===== src/rtl/tx_funcmod.sv =====
// UART transmitter: start bit, 8 data bits LSB first, parity, stop bit.
// Advances only while iCall is high; oDone pulses one clock after the stop bit.
module tx_funcmod #(
  parameter logic [8:0] BPS115K2   = 9'd434,
  parameter logic       PARITY_ODD = 1'b0
) (
  input  logic       CLOCK,
  input  logic       RESET,
  input  logic       iCall,
  input  logic [7:0] iData,
  output logic       oDone,
  output logic       TXD
);

  typedef enum logic [3:0] {
    LOAD   = 4'd0,
    START  = 4'd1,
    BIT0   = 4'd2,
    BIT1   = 4'd3,
    BIT2   = 4'd4,
    BIT3   = 4'd5,
    BIT4   = 4'd6,
    BIT5   = 4'd7,
    BIT6   = 4'd8,
    BIT7   = 4'd9,
    PARITY = 4'd10,
    STOP   = 4'd11,
    DONE   = 4'd12,
    CLEAR  = 4'd13
  } stepT;

  stepT       i, iNext;
  logic [8:0] C1, C1Next;
  logic [7:0] D1, D1Next;
  logic       P, PNext;
  logic       isDone, isDoneNext;
  logic       rTXD, rTXDNext;
  logic       lastTick;

  assign lastTick = (C1 == BPS115K2 - 9'd1);

  // Every register, including the line, freezes while iCall is low.
  always_ff @(posedge CLOCK or negedge RESET) begin
    if (!RESET) begin
      i      <= LOAD;
      C1     <= '0;
      D1     <= '0;
      P      <= 1'b0;
      isDone <= 1'b0;
      rTXD   <= 1'b1;
    end else if (iCall) begin
      i      <= iNext;
      C1     <= C1Next;
      D1     <= D1Next;
      P      <= PNext;
      isDone <= isDoneNext;
      rTXD   <= rTXDNext;
    end
  end

  always_comb begin
    iNext      = i;
    C1Next     = C1;
    D1Next     = D1;
    PNext      = P;
    isDoneNext = isDone;
    rTXDNext   = rTXD;
    case (i)
      LOAD: begin
        D1Next   = iData;
        PNext    = (^iData) ^ PARITY_ODD;
        rTXDNext = 1'b0;
        C1Next   = '0;
        iNext    = START;
      end
      START, BIT0, BIT1, BIT2, BIT3, BIT4, BIT5, BIT6, BIT7, PARITY, STOP: begin
        if (lastTick) begin
          C1Next = '0;
          iNext  = stepT'(4'(i + 4'd1));
          // Level for the bit that starts once the current one ends.
          case (i)
            START:   rTXDNext = D1[0];
            BIT7:    rTXDNext = P;
            PARITY:  rTXDNext = 1'b1;
            STOP:    rTXDNext = 1'b1;
            default: rTXDNext = D1[3'(i - 4'd1)];
          endcase
        end else begin
          C1Next = C1 + 9'd1;
        end
      end
      DONE: begin
        isDoneNext = 1'b1;
        iNext      = CLEAR;
      end
      CLEAR: begin
        isDoneNext = 1'b0;
        iNext      = LOAD;
      end
      default: begin
        iNext      = LOAD;
        rTXDNext   = 1'b1;
        isDoneNext = 1'b0;
      end
    endcase
  end

  assign oDone = isDone;
  assign TXD   = rTXD;

endmodule


===== config.mk =====
export PLATFORM = sky130hd
export DESIGN_NAME = tx_funcmod
export DESIGN_NICKNAME = d
export VERILOG_FILES = /design/src/rtl/tx_funcmod.sv
export SDC_FILE = /design/constraint.sdc
export NUM_CORES = 1
export LEC_CHECK = 0
export CORE_MARGIN = 2
export CORE_UTILIZATION = 62
export CTS_BUF_LIST = sky130_fd_sc_hd__clkbuf_4 sky130_fd_sc_hd__clkbuf_8 sky130_fd_sc_hd__clkbuf_16
export DETAILED_ROUTE_END_ITERATION = 16
export GPL_TIMING_DRIVEN = 0
export PLACE_DENSITY = 0.84
export SLEW_MARGIN = 20
export SYNTH_ARGS = -nofsm -noshare
export SYNTH_HDL_FRONTEND = slang
export SYNTH_SLANG_ARGS = --single-unit

===== constraint.sdc =====
create_clock -name CLOCK -period 5.85 [get_ports CLOCK]
set_input_delay 1.17 -clock CLOCK [delete_from_list [all_inputs] [get_ports CLOCK]]
set_output_delay 1.17 -clock CLOCK [all_outputs]
set_load 0.01 [all_outputs]

==> summary.md <==
| Metric | Value |
|---|---|
| Worst IR Drop VDD | 0.315 mV |
| Area Overhead vs Synth | 12.4% |
| Antenna diode count | 0 |
| Clk buf depth | 2 |
| Compound-gate portion of the synthesized area | 22.4% |
| Hold_ws | 0.521 ns |
| DRT Wirelength | 3230 um |
| Status | complete, no violations |
| Leak | 0.731 nW |
| Final Critical Period | 2.61 ns |
| Max incr delay on CP | 0.58 ns |
| Post-CTS Hold Fix Bufs | 0 |
| First DRT Iteration DRCs | 51 |
| Cell Chain, Critical Path | clkdlybuf4s50_1 |
| Port buffer count | 11 |
| # setup viols final | 0 |
| Max Cap Violations | 0 |
| CP required | 4.68 ns |
| Power Total | 0.798 mW |
| Final Hold Vio Count | 0 |
| Tot GR Track Use | 26.5% |
| Final GP Congestion | 0.833 |
| H-tree Lvls | 1 |
| Routed len/inst | 15.8 um |
| Vias | 1287 |
| Die X | 54.4 um |
| Cell variety after synth | 44 |
| First-pass GRT wire length | 5560 um |
| Most common cell after layout, fill and taps aside | dfrtp_1 |
| Sequential share of power | 36.9% |
| Comb power frac | 47.4% |
| Post-Synth Simple-Gate Area | 16.1% |
| Post-synthesis adder-cell area fraction | 5.56% |
| Family with the most delay on the worst path | flip-flops |
| TritonCTS buffer count | 3 |
| Area after DPL | 1720 um^2 |
| ANT nets after route | 0 |
| Async SR Flop Fraction | 100% |
| Post_cts resized | 0 |
| Largest net degree at the start of global routing | 25 |
| Avg Cell Area, Syn | 9.92 um^2 |
| Seq/Total Area, Yosys | 38.2% |
| Slew @ Worst Pin | 0.595 ns |
| Sw Ratio | 40.1% |
| Largest family of logic cells by synthesized area | compound AO/OA/AOI/OAI gates |
| CP max FO | 3 |
| Warnings, synthesis | 0 |
| Critical path arrival | 1.44 ns |
| Post-route clock period utilization | 44.5% |
| Clock latency on the worst-skew pair | 0.33 ns |
| Achievable Freq | 0.384 GHz |
| Post-Route Skew | 0.00651 ns |
| Post-synth EDFFs | 0 |
| TritonRoute pass-1 iters | 4 |
| Floorplan core area | 2430 um^2 |
| CTS tree | yes |
| Die Ht | 54.4 um |
| Nets | 193 |
| Post-synthesis mux area share | 9.05% |
| Net Sw Power | 0.320 mW |
| Place WS | 3.33 ns |
| CTS clk-pin slew, worst paths | 0.14 ns |
| Setup TNS Final | 0 ns |
| Crit path capture type | output port |
| Post-Synthesis Cells | 159 |
| Mapped cell area | 1580 um^2 |
| DR vias/cell | 6.31 |
| IO Pins | 13 |
| DP HPWL | 2280 um |
| Postcts setup bufs | 0 |
| Clock Power Share | 15.7% |
| Clock root buffer | clkbuf_4 |
| Design area | 1770 um^2 |
| Starting density of the core | 64.8% |
| Buf/Inv on CP | 1 |
| Vias in the first global route | 1208 |
| Pwr Density | 450 nW/um^2 |
| Share of cells above drive strength 1 | 18.4% |
| Max Transition Viols Final | 0 |
| Die footprint | 2960 um^2 |
| Slowest library cell on the worst path | dfstp_2 |
| Syn Nets | 177 |
| GRT overflow | 0 |
| Rel. slew slack | 60.0% |
| Worst setup margin | 3.24 ns |
| Row cnt | 18 |
| Clock sinks | 24 |
| DRC viols | 0 |
| Primary FF master, synth | dfrtp_1 |
| Unrepaired setup endpoints after global routing | no |
| Setup crit start kind | flop |
| Crit Path Category | reg -> out |
| HP Class | reg -> reg |
| Initial antenna violation count | 0 |
| Post-Synth XOR/XNOR Area | 4.44% |
| Most frequent cells in the layout | dfrtp_1 (23), nand2_1 (14), o21ai_0 (12), mux2_2 (10), clkdlybuf4s50_1 (10) |
| FF+latch count, synth | 24 |
| Cell Int Power | 0.478 mW |
layer usage:
| layer | GRT usage, % | part of all wire (%) | vias to the layer above |
|---|---|---|---|
| li1 | - | - | 612 |
| met1 | 34.4 | 43 | 621 |
| met2 | 43.4 | 49 | 47 |
| met3 | 4.37 | 5.3 | 7 |
| met4 | 11.7 | 2.2 | 0 |
| met5 | 0 | 0 | - |
cell families (layout without fill, tap and decap cells):
logic type | after synthesis | after routing
buffers and inverters | 13 | 28
xor gates and xnor gates | 8 | 8
DFF | 24 | 24
and+or+nand+nor | 48 | 48
muxes | 13 | 13
AOI/OAI and AO/OA | 46 | 46
adders and majority gates | 7 | 7
stage by stage:
| stage | std cells | util, % |
|---|---|---|
| floorplan | 159 | - |
| CTS | 204 | 73.0 |
| detailed placement | 200 | 70.9 |
| global route | 204 | 72.8 |
| finish | 204 | 72.8 |
| global placement | 200 | 70.9 |
registers in the layout (all words and copies together) (netlist names):
| register | count |
|---|---|
| TXD | 1 |
| D1 | 8 |
| oDone | 1 |
| C1 | 9 |
| P | 1 |
| i | 4 |
layout make-up:
| class | count | area [um^2] |
|---|---|---|
| Tap cell | 30 | 37.5 |
| Sequential cell | 24 | 602 |
| Timing Repair Buffer | 11 | 105 |
| Clock buffer | 3 | 22.5 |
| Buffer | 8 | 48.8 |
| Multi-Input combinational cell | 122 | 907 |
| Inverter | 5 | 18.8 |
| Clock inverter | 1 | 30.0 |
| Fill cell | 183 | 661 |
power groups by stage:
stage	logic (mW)	clock network, mW	registers [mW]
3_5_place_dp	0.369	0	0.297
4_1_cts	0.376	0.125	0.294
5_1_grt	0.419	0.130	0.309
2_1_floorplan	0.292	0	0.281
6_report	0.378	0.125	0.295
3_3_place_gp	0.356	0	0.293
path summary, 6_finish.rpt:
kind / start / end / slack (ns) / cells after the start
worst min-delay path: D1[3] / D1[3] / 0.52 / 1
worst min register to register: D1[3] / D1[3] / 0.52 / 1
max in group asynchronous: RESET / TXD / 4.70 / 1
min in group asynchronous: RESET / oDone / 0.79 / 1
worst max register to register: i[0] / i[0] / 3.49 / 8
worst max-delay path: TXD / TXD / 3.24 / 1
synthesized netlist by cell type, drive strengths merged (2+ instances only):
cell	count	share of area (%)
a211oi	3	1.4
a21o	2	0.95
a21oi	7	2.9
a22o	3	1.7
a22oi	2	0.95
a31oi	3	1.2
and2	2	0.79
and3	3	1.2
buf	6	2.6
clkbuf	2	0.48
dfrtp	23	37
ha	7	5.6
inv	5	1.2
mux2	10	7.1
mux2i	3	1.9
nand2	15	4.0
nand3	9	2.9
nand4	2	0.79
nor2	8	1.9
o21ai	12	3.8
o22ai	2	0.79
o311ai	3	3.1
o31ai	4	2.8
or3	2	0.79
xnor2	8	4.4
Power figures use the tool's default switching activity.
